### src/rtl/alu_issue_ctrl.sv
// Issue/writeback sequencer for the combinational alu: fetches operands from a
// 16-entry register file, drives the alu, and retires the result or compare flag.
module alu_issue_ctrl #(
  parameter int unsigned DATA_WIDTH = 16,
  parameter int unsigned NUM_REGS   = 16
) (
  input  logic                  clk,
  input  logic                  rst_n,
  input  logic                  instr_valid,
  output logic                  instr_ready,
  input  logic [15:0]           instr,
  output logic [3:0]            alu_opcode,
  output logic [DATA_WIDTH-1:0] alu_operand_a,
  output logic [DATA_WIDTH-1:0] alu_operand_b,
  input  logic [DATA_WIDTH-1:0] alu_result,
  input  logic                  alu_cmp_flag,
  output logic                  done,
  output logic                  illegal,
  output logic                  cmp_flag_q,
  input  logic [3:0]            dbg_addr,
  output logic [DATA_WIDTH-1:0] dbg_data
);

  localparam logic [3:0] OP_ADD  = 4'h0;
  localparam logic [3:0] OP_SUB  = 4'h1;
  localparam logic [3:0] OP_MUL  = 4'h2;
  localparam logic [3:0] OP_CMP  = 4'h3;
  localparam logic [3:0] OP_ADDI = 4'h4;

  typedef enum logic [1:0] {S_IDLE, S_READ, S_EXEC, S_WB} state_t;

  typedef struct packed {
    logic [3:0] opcode;
    logic [3:0] rd;
    logic [3:0] rs;
    logic [3:0] rt;
  } instr_t;

  state_t                state, next_state;
  instr_t                instr_q;
  logic [DATA_WIDTH-1:0] regs [NUM_REGS];
  logic [DATA_WIDTH-1:0] res_q;
  logic                  flag_q;
  logic                  is_wr_c, is_cmp_c, is_addi_c;

  // R0 is hardwired to zero regardless of array contents
  function automatic logic [DATA_WIDTH-1:0] rd_reg(input logic [3:0] addr);
    return (addr == 4'd0) ? '0 : regs[addr];
  endfunction

  assign dbg_data = rd_reg(dbg_addr);

  // Opcode decode of the latched instruction
  always_comb begin
    is_wr_c   = 1'b0;
    is_cmp_c  = 1'b0;
    is_addi_c = 1'b0;
    case (instr_q.opcode)
      OP_ADD, OP_SUB, OP_MUL: is_wr_c = 1'b1;
      OP_ADDI: begin
        is_wr_c   = 1'b1;
        is_addi_c = 1'b1;
      end
      OP_CMP:  is_cmp_c = 1'b1;
      default: ;
    endcase
  end

  always_ff @(posedge clk or negedge rst_n) begin
    if (!rst_n) state <= S_IDLE;
    else        state <= next_state;
  end

  always_comb begin
    next_state = state;
    case (state)
      S_IDLE:  if (instr_valid && instr_ready) next_state = S_READ;
      S_READ:  next_state = S_EXEC;
      S_EXEC:  next_state = S_WB;
      S_WB:    next_state = S_IDLE;
      default: next_state = S_IDLE;
    endcase
  end

  // Datapath, register file and registered handshake/status outputs
  always_ff @(posedge clk or negedge rst_n) begin
    if (!rst_n) begin
      instr_q       <= '0;
      alu_opcode    <= '0;
      alu_operand_a <= '0;
      alu_operand_b <= '0;
      res_q         <= '0;
      flag_q        <= 1'b0;
      cmp_flag_q    <= 1'b0;
      done          <= 1'b0;
      illegal       <= 1'b0;
      instr_ready   <= 1'b1;
      for (int i = 0; i < int'(NUM_REGS); i++) regs[i] <= '0;
    end else begin
      instr_ready <= (next_state == S_IDLE);
      done        <= (next_state == S_WB);
      illegal     <= (next_state == S_WB) && !(is_wr_c || is_cmp_c);
      case (state)
        S_IDLE: if (instr_valid && instr_ready) instr_q <= instr_t'(instr);
        S_READ: begin
          alu_opcode    <= instr_q.opcode;
          alu_operand_a <= rd_reg(instr_q.rs);
          alu_operand_b <= is_addi_c ? DATA_WIDTH'(instr_q.rt) : rd_reg(instr_q.rt);
        end
        S_EXEC: begin
          res_q  <= alu_result;
          flag_q <= alu_cmp_flag;
        end
        S_WB: begin
          if (is_wr_c && (instr_q.rd != 4'd0)) regs[instr_q.rd] <= res_q;
          if (is_cmp_c) cmp_flag_q <= flag_q;
        end
        default: ;
      endcase
    end
  end

endmodule

### config.mk
export PLATFORM = sky130hd
export DESIGN_NAME = alu_issue_ctrl
export DESIGN_NICKNAME = d
export VERILOG_FILES = /design/src/rtl/alu_issue_ctrl.sv
export SDC_FILE = /design/constraint.sdc
export NUM_CORES = 1
export LEC_CHECK = 0
export CAP_MARGIN = 10
export CORE_MARGIN = 3
export CORE_UTILIZATION = 40
export DETAILED_ROUTE_END_ITERATION = 8
export PLACE_DENSITY = 0.56
export SKIP_LAST_GASP = 1
export SYNTH_ARGS = -nofsm -noshare
export SYNTH_HDL_FRONTEND = slang
export SYNTH_SLANG_ARGS = --single-unit
### constraint.sdc
create_clock -name clk -period 4.6 [get_ports clk]
set_input_delay 0.92 -clock clk [delete_from_list [all_inputs] [get_ports clk]]
set_output_delay 0.92 -clock clk [all_outputs]
set_load 0.01 [all_outputs]
Yosys cells after proc, flatten, opt, wreduce, memory -nomap -nowiden
Cells that the tools add are included.

operators by class
  mux-type cells = 21
  $lt $le $gt $ge = 5
  reduce and logical (&&, ||, !) cells = 17
  bitwise operators = 4
  equal/unequal tests = 8

operators with widths
  cell                  number
  $bwmux W256           1
  $bmux W16 S4          3
  $mux W16              11
  $demux W16 S4         1
  $ge A5 B5 Y1 const B  4
  $not A4 Y5            4
  $logic_not A4 Y1      4
  $eq A4 B2 Y1 const B  2
  $pmux W2 S4           1
  $eq A2 B2 Y1 const B  3
  $reduce_and A2 Y1     3
  $lt A5 B1 Y1 const B  1
  $eq A4 B1 Y1 const B  1
  $eq A4 B3 Y1 const B  1
  $logic_and A1 B1 Y1   4
  $logic_not A2 Y1      2
  $reduce_bool A4 Y1    1
  $reduce_or A4 Y1      1
  $mux W1               3
  $eq A2 B1 Y1 const B  1
  $mux W2               1
  $logic_not A1 Y1      1
  $logic_or A1 B1 Y1    1

word-level totals
  output and inout bits = 56
  flip-flop bits (word level) = 331
  word-level logic and storage cells = 85
  bits of input ports = 40

Logic depth before layout (Yosys ltp)
Gate-level depths: netlist of the first run.

  word-level depth = 6
  mapped depth = 8
  mapped depth without buffers = 6

Least setup slack after synthesis of the first run
OpenSTA, ideal clock, no wires.

  path kind = input to output
  from = input port dbg_addr[0]
  to = output port dbg_data[10]
  path slack = 1.266 ns
  data arrival time = 2.414 ns
  stages = 5
  data required time = 3.680 ns
  path buffers = 3
  path through = buf_2 > buf_2 > nor4_1 > buf_2 > a211oi_1

on the way
  word-level cells in the longest chain between the ends = 5
  elaborated cells between the ends (all ways) = 6
  those cells by class = 4 x mux; 1 x bitwise; 1 x reduce/logical

ends and longest elaborated chain
  item                                          RTL line  text
  from (decl)                                   20        input logic [3:0] dbg_addr,
  $not A4 Y5 (not written as such)              48        return (addr == 4'd0) ? '0 : regs[addr];
  $bmux W16 S4                                  48
  $mux W16 (not written as such) (2 in series)  48
  $mux W16 *                                    48
  to (decl)                                     21        output logic [DATA_WIDTH-1:0] dbg_data

Mark *: on every way between the ends. The rest lies on a longest branch, timed or not. The select of a mux whose other input is x is not followed.

Worst setup path in the final report of the first run
  from = input port dbg_addr[2]
  to = output port dbg_data[8]

The elaborated chain is that of the path after synthesis.

==> results.py, run 1 <==
metrics = {
    "clock_network": {
        "holdBufCountCts": 0,
        "post_cts_buffers": 0,
        "ctsResizeCount": 0,
        "cts_tree": "done",
        "path_clk_slew_ps": 60,
        "root_buffer": "clkbuf_16",
        "htreeDepth": 2,
        "clock_sinks": 331,
        "clk_latency_ps": 560,
        "clock_path_buffers": 3,
        "cts_buffers": 39,
    },
    "power_and_ir_drop": {
        "powerDensity_nw_per_um2": 645.3,
        "peakVddDrop_uv": 408.8,
        "leakage_uw": 0.009219,
    },
    "critical_path": {
        "arrival_ps": 3410,
        "path_buf_inv": 4,
        "cp.required_ps": 3680,
        "r2r_start": "state[0]",
        "cpMaxStageDelayCell": "clkdlybuf4s50_1",
        "worstPathMaxFanout": 24,
        "cp-start-kind": "input port",
        "startpoint": "dbg_addr[2]",
        "reg2regPathDepth": 6,
        "critical_path.max_stage_delay_ps": 630,
        "path_cells": "buf_2, buf_12, buf_4, mux4_2, mux2i_1, a211oi_1, clkdlybuf4s50_1",
        "reg2reg_slack_ps": 1810,
        "crit_type": "input port to output pin",
        "end_kind": "output pin",
        "r2r_end": "regs[199]",
        "critPathTopFamily": "buffers and inverters",
    },
    "synthesis": {
        "ys.warnings.count": 0,
        "syn_nets": 1370,
        "avgSynthCellArea_sq_um": 14.10,
        "synth_edf_count": 0,
        "synth.distinct_cells": 44,
        "syn_area_sq_um": 18700,
        "synth_flop_cell": "dfrtp_1",
        "synthDominantCellAreaShare_pct": 44.16,
        "synth.largest_area_cell": "dfrtp_1",
        "synthArstFlopShare_pct": 100.0,
        "yosysSeqAreaShare_pct": 44.30,
        "synth.most_common_cell": "dfrtp_1",
        "synth_top_cells_by_area": "dfrtp_1 (44%), mux4_2 (19%), mux2_2 (19%)",
        "synthTopCellsByCount": "dfrtp_1 (330), mux2_2 (318), mux4_2 (160)",
        "ys_seq_elements": 331,
        "syn_inst": 1326,
    },
    "placement": {
        "place_area_sq_um": 20280,
        "io_buffers": 95,
        "hpwl_um": 34190,
        "gp_congestion": 0.8005,
    },
    "layout": {
        "syn_to_final_growth_pct": 15.61,
        "final_layout_size_suffix_gt1_share_pct": 43.93,
        "fin_nets": 1408,
        "n_antenna_cell": 0,
        "postLayoutCellArea_sq_um": 21620,
        "num-fill-cells": 4048,
    },
    "floorplanning": {
        "rows": 78,
        "ioPinCount": 96,
        "core_sq_um": 45770,
        "start_util_pct": 40.86,
        "die_h_um": 222.2,
        "die_w_um": 222.2,
        "die_area_sq_um": 49380,
    },
    "route": {
        "first_pass_iters": 5,
        "vias": 12040,
        "post_drt_wl_per_cell_um": 28.01,
        "antenna_left": 0,
        "drtIter0Drc": 902,
        "vias_per_cell": 6.040,
        "wl_um": 55820,
        "drcViolationCount": 0,
    },
    "min_path": {
        "hp-class": "input port to asynchronous set/reset pin",
    },
    "timing": {
        "rsz0062_at_grt": "no",
        "hold_viol_final": 0,
        "maxSlewViolCount": 0,
        "setup_violations": 0,
        "relSlewSlack_pct": 21.25,
        "fin_setup_tns_ps": 0,
        "period_minus_slack_ps": 4329,
        "finalCritPeriodShare_pct": 94.10,
        "fin_hold_ws_ps": 365.2,
        "worst_pin_slew_ps": 1179,
        "skew_ps": 18.62,
        "fmax_ghz": 0.2310,
    },
    "grt": {
        "grtUsageTotal_pct": 22.91,
        "grt_max_degree": 90,
        "grt_pass1_vias": 12710,
        "antenna_found_initial": 1,
        "overflow": 0,
        "grt_pass1_wl_um": 85100,
    },
    "outcome": {
        "outcome": "complete, no violations",
    },
    "flow_run": {
        "cap_violations": 0,
    },
}
-- report_power, final --
group          switching [uW]  total [uW]  internal (uW)  leakage [uW]
clock network            1260        3260           2000      0.000661
registers                1640        5540           3900       0.00442
logic                    2160        5150           2990       0.00414
total                    5050       14000           8900       0.00922
-- registers in the layout (all words and copies together) (netlist names), 2 cells and up --
register       cells
alu_operand_b     16
instr_q           16
state              2
alu_opcode         4
alu_operand_a     16
res_q             16
regs             256
-- cell usage in the layout, fill, tap and decap left out, types with 6 or more instances in the layout --
cell | Yosys | final
clkbuf_8 | 0 | 6
mux2_2 | 318 | 318
nor2_1 | 21 | 18
mux4_2 | 160 | 160
o22ai_1 | 30 | 30
buf_4 | 5 | 28
clkinv_2 | 0 | 8
clkbuf_1 | 81 | 9
inv_1 | 34 | 34
nor2b_1 | 21 | 21
clkdlybuf4s50_1 | 0 | 90
nor2_4 | 3 | 7
buf_12 | 0 | 10
clkbuf_16 | 0 | 41
o21bai_1 | 18 | 18
a21oi_1 | 34 | 34
dfrtp_1 | 330 | 324
or3_1 | 18 | 18
nand2_1 | 14 | 14
o21ai_0 | 20 | 20
a211oi_1 | 32 | 32
o221ai_1 | 16 | 16
mux2i_1 | 78 | 78
-- cells by family after synthesis --
group / Yosys count / synth area share (%)
mux: 561 / 42.89
flops: 331 / 44.30
buf+inv: 169 / 3.807
compound gates: 156 / 5.459
simple gates: 104 / 3.218
fa+ha+maj: 5 / 0.3278
-- per-layer routing --
layer	vias to the layer above	wire [um]	track usage, %
met4	0	1436	6.440
met5	-	0	0
met2	372	27560	38.15
met3	86	3159	3.554
met1	6408	23660	31.33
li1	5172	-	-
-- area by class of cell --
class                      instances  area [sq um]  area share, %
multi-input combinational        826          9764          45.16
sequential                       331          8297          38.37
timing repair buffer             132          1341          6.204
clock buffer                      56          1142          5.284
tap                              600         750.7          3.472
clock inverter                    14         197.7         0.9144
inverter                          34         127.6         0.5903
-- per-stage QoR --
stage	setup slack [ps]	utilization [%]	std cells	total power [uW]
2_1_floorplan	1266	-	1326	8843
3_3_place_gp	303.8	44.31	1923	10660
3_5_place_dp	250.1	44.31	1923	10760
4_1_cts	250.3	47.24	1993	14090
5_1_grt	163.4	47.24	1993	14740
6_report	271.4	47.24	1993	13950
-- worst max path at each step --
stage              endpoint  slack, ps  cells after the start
2_1_floorplan  dbg_data[10]       1270                      5
3_3_place_gp    dbg_data[8]        300                      7
3_5_place_dp    dbg_data[8]        250                      7
4_1_cts         dbg_data[8]        250                      7
5_1_grt         dbg_data[8]        160                      7
6_report        dbg_data[8]        270                      7
(Power assumes the default switching activity.)
==> run 2: changes to the inputs <==
--- a/config.mk
+++ b/config.mk
@@ -6,6 +6,7 @@
 export NUM_CORES = 1
 export LEC_CHECK = 0
 export CAP_MARGIN = 10
+export CORE_ASPECT_RATIO = 0.8
 export CORE_MARGIN = 3
 export CORE_UTILIZATION = 40
 export DETAILED_ROUTE_END_ITERATION = 8
==> run 2 against run 1 <==
  * Global-route usage grew 0.17 points
  * Core utilization shrank 0.26 points
  * First-iteration DRC count up 21%
  * Sequential share of layout area barely moved
  * Die area hardly changed
  * Clock-buffer cell count is 4 lower
  * Largest cell class unchanged
==> results.py, run 2 (synthesis gave the netlist of run 1 again) <==
metrics = {
    "grt": {
        "grt_pass1_vias": 12220,
        "antenna_found_initial": 0,
        "grt_max_degree": 108,
        "grt_pass1_wl_um": 83650,
        "grtUsageTotal_pct": 23.08,
        "overflow": 0,
    },
    "route": {
        "drcViolationCount": 0,
        "post_drt_wl_per_cell_um": 27.84,
        "first_pass_iters": 5,
        "wl_um": 55900,
        "antenna_left": 0,
        "drtIter0Drc": 1089,
        "vias_per_cell": 6.057,
        "vias": 12160,
    },
    "floorplanning": {
        "ioPinCount": 96,
        "start_util_pct": 40.67,
        "rows": 70,
        "die_area_sq_um": 49400,
        "core_sq_um": 45980,
        "die_w_um": 247.8,
        "die_h_um": 199.4,
    },
    "timing": {
        "worst_pin_slew_ps": 1090,
        "maxSlewViolCount": 0,
        "fin_setup_tns_ps": 0,
        "hold_viol_final": 0,
        "period_minus_slack_ps": 4139,
        "fin_hold_ws_ps": 416.5,
        "relSlewSlack_pct": 27.16,
        "finalCritPeriodShare_pct": 89.98,
        "skew_ps": 18.20,
        "setup_violations": 0,
        "rsz0062_at_grt": "no",
        "fmax_ghz": 0.2416,
    },
    "critical_path": {
        "cp-start-kind": "input port",
        "critical_path.max_stage_delay_ps": 520,
        "crit_type": "input port to output pin",
        "worstPathMaxFanout": 24,
        "arrival_ps": 3220,
        "cpMaxStageDelayCell": "mux4_2",
        "critPathTopFamily": "buffers and inverters",
        "path_cells": "buf_4, buf_12, mux4_2, nor2b_1, a211oi_1, a211oi_1, buf_4, clkdlybuf4s50_1",
        "path_buf_inv": 4,
        "cp.required_ps": 3680,
        "end_kind": "output pin",
    },
    "clock_network": {
        "root_buffer": "clkbuf_16",
        "post_cts_buffers": 0,
        "ctsResizeCount": 0,
        "clock_path_buffers": 3,
        "htreeDepth": 2,
        "cts_buffers": 38,
        "holdBufCountCts": 0,
        "path_clk_slew_ps": 60,
        "cts_tree": "done",
        "clock_sinks": 331,
        "clk_latency_ps": 540,
    },
    "layout": {
        "postLayoutCellArea_sq_um": 21600,
        "final_layout_size_suffix_gt1_share_pct": 44.20,
        "fin_nets": 1410,
        "n_antenna_cell": 0,
        "largest_reg_flops": 256,
        "final_cell_mix": "dfrtp_1 (324), mux2_2 (318), mux4_2 (160), clkdlybuf4s50_1 (90), mux2i_1 (78)",
        "syn_to_final_growth_pct": 15.49,
        "regMostFlops": "regs",
        "final_common_cell": "dfrtp_1",
    },
    "min_path": {
        "hp-class": "register to register",
    },
    "flow_run": {
        "cap_violations": 0,
    },
    "placement": {
        "gp_congestion": 0.8003,
        "place_area_sq_um": 20290,
        "io_buffers": 95,
        "hpwl_um": 34940,
    },
    "power_and_ir_drop": {
        "leakage_uw": 0.009210,
        "peakVddDrop_uv": 292.9,
        "powerDensity_nw_per_um2": 643.9,
    },
    "outcome": {
        "outcome": "complete, no violations",
    },
}
-- run 2: changes by cell type in the layout (fill, tap and decap cells not counted), sizes merged --
cell      delta
bufinv       -1
clkbuf       -4
clkinvlp     +1
inv          +1
buf          +3
clkinv       +3
-- run 2: per-layer routing --
metal / GRT usage, % / routed length, um
met1: 34.19 / 26090
met2: 35.28 / 25130
met3: 4.239 / 3468
met4: 5.746 / 1205
met5: 0 / 0
-- run 2: final timing paths --
check | start | end | slack, ps | cells past startpoint
worst max-delay path | dbg_addr[0] | dbg_data[5] | 460 | 8
worst min-delay path | regs[255] | regs[255] | 420 | 0
worst max register to register | instr_q[0] | alu_operand_b[13] | 1750 | 5
worst min register to register | regs[255] | regs[255] | 420 | 0
max in group asynchronous | rst_n | regs[65] | 3140 | 2
min in group asynchronous | rst_n | alu_operand_b[11] | 440 | 1
-- run 2: power by group --
group	leakage, uW	switching, uW	internal (uW)
clock	0.000647	1260	1920
combinational	0.00415	2160	2980
sequential	0.00442	1690	3900
-- run 2: through the flow --
stage | std cells | power, uW | worst slack [ps] | utilization (%)
after floorplan | 1326 | 8843 | 1266 | -
after global placement | 1938 | 10640 | 439.4 | 44.13
after detailed placement | 1938 | 10740 | 437.3 | 44.13
after CTS | 2008 | 13970 | 438.1 | 46.97
after global routing | 2008 | 14650 | 311.1 | 46.97
final | 2008 | 13910 | 460.7 | 46.97
-- run 2: worst register-to-register path, cell delays in order, from the launching register on --
cell,delay [ps]
dfrtp_4,900
buf_4,480
mux4_2,570
mux2_2,290
a21oi_1,360
o22ai_1,110
-- run 2: final cells by class --
| class | count | area, sq um |
|---|---|---|
| Inverter | 34 | 127.6 |
| Clock buffer | 52 | 1107 |
| Clock inverter | 18 | 198.9 |
| Multi-Input combinational cell | 826 | 9764 |
| Fill cell | 4036 | 24380 |
| Tap cell | 612 | 765.7 |
| Timing Repair Buffer | 135 | 1339 |
| Sequential cell | 331 | 8297 |
